--- src/rtl/ex_muldiv.sv ---
// ----------------------------------------------------------------------------
// ex_muldiv : iterative RV32M multiply/divide unit for the EX stage.
//
// One operation at a time. A request is taken in IDLE, runs 32 iterations in
// RUN (one multiplier/divider bit per cycle), and presents its result for one
// cycle in DONE. Divide-by-zero and signed-overflow divides bypass RUN.
//
// Ports
//   clk     in   1   clock, rising edge
//   rst     in   1   asynchronous reset, active low
//   start   in   1   RV32M request from ID/EX
//   funct3  in   3   op select (MUL..REMU)
//   op_a    in  32   rs1 operand
//   op_b    in  32   rs2 operand
//   rd_in   in   5   destination register of the request
//   flush   in   1   kill the in-flight operation
//   busy    out  1   pipeline stall request
//   done    out  1   one-cycle result-valid pulse
//   result  out 32   operation result (valid while done)
//   rd_out  out  5   destination register (valid while done)
// ----------------------------------------------------------------------------
module ex_muldiv (
  input  logic        clk,
  input  logic        rst,
  input  logic        start,
  input  logic [2:0]  funct3,
  input  logic [31:0] op_a,
  input  logic [31:0] op_b,
  input  logic [4:0]  rd_in,
  input  logic        flush,
  output logic        busy,
  output logic        done,
  output logic [31:0] result,
  output logic [4:0]  rd_out
);

  typedef enum logic [1:0] {
    ST_IDLE = 2'd0,
    ST_RUN  = 2'd1,
    ST_DONE = 2'd2
  } state_t;

  state_t r_state;
  state_t w_state_nxt;

  // Latched operation context
  logic [2:0]  r_funct3;
  logic [4:0]  r_rd;
  logic [4:0]  r_cnt;
  logic        r_neg_q;    // negate product / quotient
  logic        r_neg_r;    // negate remainder
  logic [31:0] r_result;

  // Multiplier datapath
  logic [63:0] r_acc;
  logic [63:0] r_mcand;
  logic [31:0] r_mplier;

  // Divider datapath
  logic [31:0] r_rem;
  logic [31:0] r_quot;
  logic [31:0] r_div;

  // Request decode
  logic        w_accept;
  logic        w_is_div;
  logic        w_a_signed;
  logic        w_b_signed;
  logic        w_a_neg;
  logic        w_b_neg;
  logic [31:0] w_a_mag;
  logic [31:0] w_b_mag;
  logic        w_div_zero;
  logic        w_ovf;
  logic        w_fast;
  logic [31:0] w_fast_res;

  // Iteration step
  logic [63:0] w_acc_nxt;
  logic [32:0] w_shift;
  logic [32:0] w_diff;
  logic        w_ge;
  logic [31:0] w_rem_nxt;
  logic [31:0] w_quot_nxt;
  logic [63:0] w_prod_fin;
  logic [31:0] w_quot_fin;
  logic [31:0] w_rem_fin;
  logic [31:0] w_final;

  assign w_accept   = (r_state == ST_IDLE) && start && !flush;
  assign w_is_div   = funct3[2];
  // MUL keeps only the low word, which is sign-independent, so it runs unsigned.
  assign w_a_signed = w_is_div ? !funct3[0] : ((funct3[1:0] == 2'b01) || (funct3[1:0] == 2'b10));
  assign w_b_signed = w_is_div ? !funct3[0] : (funct3[1:0] == 2'b01);
  assign w_a_neg    = w_a_signed && op_a[31];
  assign w_b_neg    = w_b_signed && op_b[31];
  assign w_a_mag    = w_a_neg ? (~op_a + 32'd1) : op_a;
  assign w_b_mag    = w_b_neg ? (~op_b + 32'd1) : op_b;
  assign w_div_zero = w_is_div && (op_b == 32'd0);
  assign w_ovf      = w_is_div && !funct3[0] && (op_a == 32'h8000_0000) && (op_b == 32'hFFFF_FFFF);
  assign w_fast     = w_div_zero || w_ovf;

  // Result for the cases that bypass the iterative datapath
  always_comb begin
    w_fast_res = 32'd0;
    if (w_div_zero) begin
      w_fast_res = funct3[1] ? op_a : 32'hFFFF_FFFF;
    end else begin
      w_fast_res = funct3[1] ? 32'd0 : 32'h8000_0000;
    end
  end

  // One shift-add step and one restoring-division step, computed in parallel
  assign w_acc_nxt  = r_acc + (r_mplier[0] ? r_mcand : 64'd0);
  assign w_shift    = {r_rem, r_quot[31]};
  assign w_diff     = w_shift - {1'b0, r_div};
  assign w_ge       = !w_diff[32];
  assign w_rem_nxt  = w_ge ? w_diff[31:0] : w_shift[31:0];
  assign w_quot_nxt = {r_quot[30:0], w_ge};

  assign w_prod_fin = r_neg_q ? (~w_acc_nxt + 64'd1) : w_acc_nxt;
  assign w_quot_fin = r_neg_q ? (~w_quot_nxt + 32'd1) : w_quot_nxt;
  assign w_rem_fin  = r_neg_r ? (~w_rem_nxt + 32'd1) : w_rem_nxt;

  // Final result select from the last iteration's values
  always_comb begin
    w_final = 32'd0;
    case (r_funct3)
      3'b000:                 w_final = w_prod_fin[31:0];
      3'b001, 3'b010, 3'b011: w_final = w_prod_fin[63:32];
      3'b100, 3'b101:         w_final = w_quot_fin;
      default:                w_final = w_rem_fin;
    endcase
  end

  // State register
  always_ff @(posedge clk or negedge rst) begin
    if (!rst) begin
      r_state <= ST_IDLE;
    end else begin
      r_state <= w_state_nxt;
    end
  end

  // Next-state logic
  always_comb begin
    w_state_nxt = r_state;
    case (r_state)
      ST_IDLE: begin
        if (w_accept) begin
          w_state_nxt = w_fast ? ST_DONE : ST_RUN;
        end else begin
          w_state_nxt = ST_IDLE;
        end
      end
      ST_RUN: begin
        if (flush) begin
          w_state_nxt = ST_IDLE;
        end else if (r_cnt == 5'd31) begin
          w_state_nxt = ST_DONE;
        end else begin
          w_state_nxt = ST_RUN;
        end
      end
      ST_DONE: w_state_nxt = ST_IDLE;
      default: w_state_nxt = ST_IDLE;
    endcase
  end

  // FSM outputs; busy must be combinational so the accept cycle stalls too
  always_comb begin
    busy = 1'b0;
    done = 1'b0;
    case (r_state)
      ST_IDLE: busy = start && !flush;
      ST_RUN:  busy = 1'b1;
      ST_DONE: done = 1'b1;
      default: begin
        busy = 1'b0;
        done = 1'b0;
      end
    endcase
  end

  // Operand latch, iteration and result registers
  always_ff @(posedge clk or negedge rst) begin
    if (!rst) begin
      r_funct3 <= 3'd0;
      r_rd     <= 5'd0;
      r_cnt    <= 5'd0;
      r_neg_q  <= 1'b0;
      r_neg_r  <= 1'b0;
      r_result <= 32'd0;
      r_acc    <= 64'd0;
      r_mcand  <= 64'd0;
      r_mplier <= 32'd0;
      r_rem    <= 32'd0;
      r_quot   <= 32'd0;
      r_div    <= 32'd0;
    end else begin
      case (r_state)
        ST_IDLE: begin
          if (w_accept) begin
            r_funct3 <= funct3;
            r_rd     <= rd_in;
            r_cnt    <= 5'd0;
            r_neg_q  <= w_a_neg ^ w_b_neg;
            r_neg_r  <= w_a_neg;
            r_acc    <= 64'd0;
            r_mcand  <= {32'd0, w_a_mag};
            r_mplier <= w_b_mag;
            r_rem    <= 32'd0;
            r_quot   <= w_a_mag;
            r_div    <= w_b_mag;
            if (w_fast) begin
              r_result <= w_fast_res;
            end
          end
        end
        ST_RUN: begin
          r_acc    <= w_acc_nxt;
          r_mcand  <= {r_mcand[62:0], 1'b0};
          r_mplier <= {1'b0, r_mplier[31:1]};
          r_rem    <= w_rem_nxt;
          r_quot   <= w_quot_nxt;
          r_cnt    <= r_cnt + 5'd1;
          if (!flush && (r_cnt == 5'd31)) begin
            r_result <= w_final;
          end
        end
        default: ;
      endcase
    end
  end

  assign result = r_result;
  assign rd_out = r_rd;

endmodule

--- config.mk ---
export PLATFORM = sky130hd
export DESIGN_NAME = ex_muldiv
export DESIGN_NICKNAME = d
export VERILOG_FILES = /design/src/rtl/ex_muldiv.sv
export SDC_FILE = /design/constraint.sdc
export NUM_CORES = 1
export LEC_CHECK = 0
export CAP_MARGIN = 20
export CORE_ASPECT_RATIO = 1.25
export CORE_MARGIN = 3
export CORE_UTILIZATION = 48
export CTS_BUF_LIST = sky130_fd_sc_hd__clkbuf_2 sky130_fd_sc_hd__clkbuf_4 sky130_fd_sc_hd__clkbuf_8
export DETAILED_ROUTE_END_ITERATION = 6
export GPL_TIMING_DRIVEN = 0
export PLACE_DENSITY = 0.78
export SYNTH_ARGS = -nofsm -noshare
export SYNTH_HDL_FRONTEND = slang
export SYNTH_SLANG_ARGS = --single-unit
export TNS_END_PERCENT = 5
--- constraint.sdc ---
create_clock -name clk -period 8.94 [get_ports clk]
set_input_delay 1.788 -clock clk [delete_from_list [all_inputs] [get_ports clk]]
set_output_delay 1.788 -clock clk [all_outputs]
set_load 0.005 [all_outputs]
==> results of run 1 <==
## cell usage after synthesis, types with 14 or more instances
library cell and instances:
sky130_fd_sc_hd__xor2_1 90, sky130_fd_sc_hd__o31ai_1 41, sky130_fd_sc_hd__a221o_1 32, sky130_fd_sc_hd__o41ai_1 14, sky130_fd_sc_hd__or4_1 23, sky130_fd_sc_hd__nor3_1 82, sky130_fd_sc_hd__clkbuf_1 196, sky130_fd_sc_hd__and3_1 20
sky130_fd_sc_hd__nand4_1 54, sky130_fd_sc_hd__dfrtp_1 305, sky130_fd_sc_hd__xnor2_1 114, sky130_fd_sc_hd__nand2b_1 20, sky130_fd_sc_hd__a21o_1 71, sky130_fd_sc_hd__or3_1 47, sky130_fd_sc_hd__a31oi_1 27, sky130_fd_sc_hd__buf_2 18
sky130_fd_sc_hd__mux2i_1 37, sky130_fd_sc_hd__a211oi_1 29, sky130_fd_sc_hd__o211ai_1 29, sky130_fd_sc_hd__ha_1 104, sky130_fd_sc_hd__o22ai_1 49, sky130_fd_sc_hd__o21ai_1 17, sky130_fd_sc_hd__and4_1 24, sky130_fd_sc_hd__o221ai_1 25
sky130_fd_sc_hd__o21a_1 21, sky130_fd_sc_hd__o21ai_0 290, sky130_fd_sc_hd__and2_1 90, sky130_fd_sc_hd__a221oi_1 19, sky130_fd_sc_hd__a21oi_1 291, sky130_fd_sc_hd__nand2_1 393, sky130_fd_sc_hd__nand3_1 209, sky130_fd_sc_hd__nor4_1 30
sky130_fd_sc_hd__inv_1 69, sky130_fd_sc_hd__nor2_1 215
## where the power goes
| group | internal [mW] | switching (mW) | total, mW |
|---|---|---|---|
| Sequential | 1.72 | 0.395 | 2.11 |
| Clock | 0.736 | 0.649 | 1.39 |
| Combinational | 1.66 | 3.50 | 5.16 |
| Total | 4.12 | 4.54 | 8.66 |
## per-layer routing
layer  track usage  routed length (um)
met1         0.469               42000
met2         0.651               53400
met3        0.0723                9590
met4         0.358               13100
met5             0                  11
## worst max path at each step
stage / endpoint / from
after floorplan: result[30] / r_quot[31]
after global routing: result[30] / r_quot[31]
after detailed placement: result[20] / r_mplier[0]
final: result[30] / r_quot[31]
after global placement: r_div[27] / rst
after CTS: result[20] / r_mplier[0]
## registers in the layout, indices dropped and copies added, names as in the netlist
name and flops:
r_acc 64, r_neg_q 1, result 32, rd_out 5, r_div 32, r_mcand 64
r_mplier 32, r_quot 32, r_rem 32, r_neg_r 1, r_cnt 5, r_state 2
r_funct3 3
## cell type report
| type | count | area [um^2] |
|---|---|---|
| repair buffers | 127 | 1280 |
| multi-input cells | 2734 | 17000 |
| well taps | 672 | 841 |
| clock inverters | 14 | 133 |
| fillers | 5216 | 23900 |
| flip-flops and latches | 305 | 7630 |
| inverters | 70 | 263 |
| diodes | 1 | 2.50 |
| plain buffers | 230 | 905 |
| clock buffers | 76 | 946 |
## cells by family after synthesis
group / Yosys count / share of synthesized area
adders and majority gates: 106 / 0.0520
AOI/OAI and AO/OA: 1100 / 0.274
buffers and inverters: 300 / 0.0452
DFF: 305 / 0.296
muxes: 46 / 0.0183
and+or+nand+nor: 1278 / 0.245
xor gates and xnor gates: 204 / 0.0692
## worst max-delay path, cell delays in order, from the launching register on
cell,delay [ns]
sky130_fd_sc_hd__dfrtp_1,0.40
sky130_fd_sc_hd__inv_1,0.08
sky130_fd_sc_hd__ha_1,0.19
sky130_fd_sc_hd__inv_1,0.06
sky130_fd_sc_hd__fa_1,0.42
sky130_fd_sc_hd__a211oi_1,0.26
sky130_fd_sc_hd__o21ai_1,0.25
sky130_fd_sc_hd__a21oi_1,0.44
sky130_fd_sc_hd__a21oi_1,0.24
sky130_fd_sc_hd__nor3_1,0.62
sky130_fd_sc_hd__nor2_2,0.30
sky130_fd_sc_hd__clkinv_1,0.33
sky130_fd_sc_hd__clkbuf_1,0.49
sky130_fd_sc_hd__buf_1,0.61
sky130_fd_sc_hd__ha_1,0.29
sky130_fd_sc_hd__nand3b_1,0.11
sky130_fd_sc_hd__or3_1,0.46
sky130_fd_sc_hd__or2_2,0.37
sky130_fd_sc_hd__o21ai_0,0.24
sky130_fd_sc_hd__xnor2_1,0.13
sky130_fd_sc_hd__a21oi_1,0.21
sky130_fd_sc_hd__o31ai_1,0.13
sky130_fd_sc_hd__a221o_1,0.38
sky130_fd_sc_hd__a21oi_1,0.14
sky130_fd_sc_hd__a31oi_1,0.09
==> summary by stage, run 1 <==
Outcome
The run finished with clean final reports.

CTS
The CTS clock-pin slew for the worst setup and hold paths is 0.06 ns. For the worst-skew pair, the clock arrives at the later sink with an insertion delay of 0.70 ns. The number of hold buffers added after CTS was 0. The number of clock sinks is 305.

Gates resized during post-CTS repair numbered 0. TritonCTS built the clock tree. The number of buffers added by the clock tree synthesis step is 53. The H-tree was split into 2 levels.

The root buffer selected by CTS is sky130_fd_sc_hd__clkbuf_8. The number of buffers added for setup after CTS is 0. Counting along the longest clock path gives a buffer depth of 3.

Placement
The sum of net half-perimeters after detailed placement is 93.7 mm. The congestion estimate from routability-driven global placement came to 1.11. OpenSTA, run right after detailed placement, puts the worst setup slack at 1.65 ns. After detailed placement, the design holds a cell count of 4131. Summing all placed instances gives a cell area of 27900 um^2. Buffers placed on the I/O ports in this run total 114.

Pwr
The highest ir drop seen on vdd is 0.220 mV. The total power divided by cell area is 298 nW/um^2. The leakage component of the power is 12.2 nW. The design draws 8.66 mW.

GRT
The wire length of the first global-routing pass is 172 mm. The initial antenna violation count was 4. The total congestion overflow is 0.

In the global route stage, overall resource usage came out at 0.408. Entering global routing, the biggest net connects 115 pins. The number of global-route vias before repair is 27100.

Critical path
The worst path required time is 9.48 ns. Along the worst path, the maximum fanout reaches 10. The startpoint of the lowest-slack register-to-register path is r_quot[31]. The worst register-to-register path ends at result[30]. The slack of the worst reg-to-reg path is 1.56 ns. The kind of end point of the critical path is a flip-flop. The critical path startpoint category is a flip-flop. The critical path in this run is classified as flip-flop to flip-flop. For the worst setup path, the data arrival time is 7.92 ns.

The count of cells along the worst register-to-register path is 24.

Timing
Clock skew on the completed layout was measured at 0.0572 ns. The minimum clock period after layout is 7.38 ns. The worst path meets setup with 1.56 ns of slack. The slew at the pin with the worst max-slew slack is 1.31 ns.

The final hold violation count is 0. The minimum hold slack is 0.476 ns. Measured against its own limit, the worst slew margin works out to 0.127. Derived from the worst setup path, the maximum achievable clock frequency is 0.136 GHz. Setup repair after global routing left no endpoint under its margin. The final count of pins violating max slew is 0. Dividing the final minimum period by the clock period gives 0.826. Setup violations remaining at the end of the flow were counted as 0.

After routing, the total negative slack on setup checks comes to 0 ns.

Synthesis
The post-synthesis instance area is 25800 um^2. The sequential cell area fraction in the yosys report is 0.296. Of the post-synthesis cell area, the dominant cell type holds 0.296.

In the synthesized netlist the dominant register cell turns out to be sky130_fd_sc_hd__dfrtp_1. The cell type with the highest aggregate area in the netlist is sky130_fd_sc_hd__dfrtp_1. The share of flip-flops with an asynchronous set or reset is 1.00. In the post-synthesis netlist, the biggest area contributors are sky130_fd_sc_hd__dfrtp_1 (30%), sky130_fd_sc_hd__nand2_1 (5.7%), sky130_fd_sc_hd__a21oi_1 (5.6%), sky130_fd_sc_hd__o21ai_0 (5.6%), sky130_fd_sc_hd__ha_1 (5.0%). The flop and latch count out of synthesis is 305. The count of distinct cell types in the synthesized netlist is 97.

The cell count after synthesis is 3339. For this run, the number of Yosys warnings is 0. The average size of a mapped cell is 7.73 um^2. The synthesized netlist net count is 3521. The number of flops mapped to enable cells by yosys is 0.

Min path
Counting instances, the worst hold path has a depth of 1. For hold timing, the worst endpoint is r_div[28]. The startpoint identified for the worst hold timing path is r_div[28]. The class of the worst hold path is flip-flop to flip-flop.

Floorplan
After floorplanning, the core was sized to cover 52900 um^2. The chip width is 213 um. The effective utilization at floorplan is 0.488.

The floorplan step set the die height to 265 um. In this run the count of I/O pins placed on the die edge is 115. The floorplan has 94 rows. The floorplan die area is 56600 um^2.

Drt
Before antenna repair, the detailed router went through 7 iterations. In the routed layout, each cell is associated on average with a via count of 6.75. The count of nets left with antenna violations once routing finished came out at 0.

In this run, the number of DRC markers left after iteration 0 of detailed routing was 3310. In the final routed layout, each cell accounts on average for 27.9 um. The routed design has 118 mm of wire. The via count is 28600. After detailed routing, the number of remaining DRC violations is 0.

Finish
In the final layout, the share of cells above drive strength 1 is 0.0520. Once layout is complete, the utilization of the core stands at 0.548. The final instance area is 29000 um^2. In the layout the commonest cells are sky130_fd_sc_hd__nand2_1 (393), sky130_fd_sc_hd__dfrtp_1 (305), sky130_fd_sc_hd__a21oi_1 (291). The layout overhead on the synthesized area is 12.5%. The most common library cell in the layout ignoring fill and taps is sky130_fd_sc_hd__nand2_1. The net count of the finished layout is 3703. The number of cells in the finished layout apart from fillers is 4229.

Flow run
The max-cap check violation count is 0.
Power figures use the tool's default switching activity.
==> run 2: changes to the inputs <==
clock period = 7.66 ns   (was 8.94 ns; I/O delays follow)
==> results of run 2 <==
The final DEF is identical to that of run 1. Status: completed.
Main changes from that run: setup slack after placement 1.65 ns -> 0.372 ns; setup slack after layout 1.56 ns -> 0.280 ns; register-to-register setup slack 1.56 ns -> 0.28 ns; total power 8.66 mW -> 10.1 mW; worst IR drop on VDD 0.220 mV -> 0.256 mV
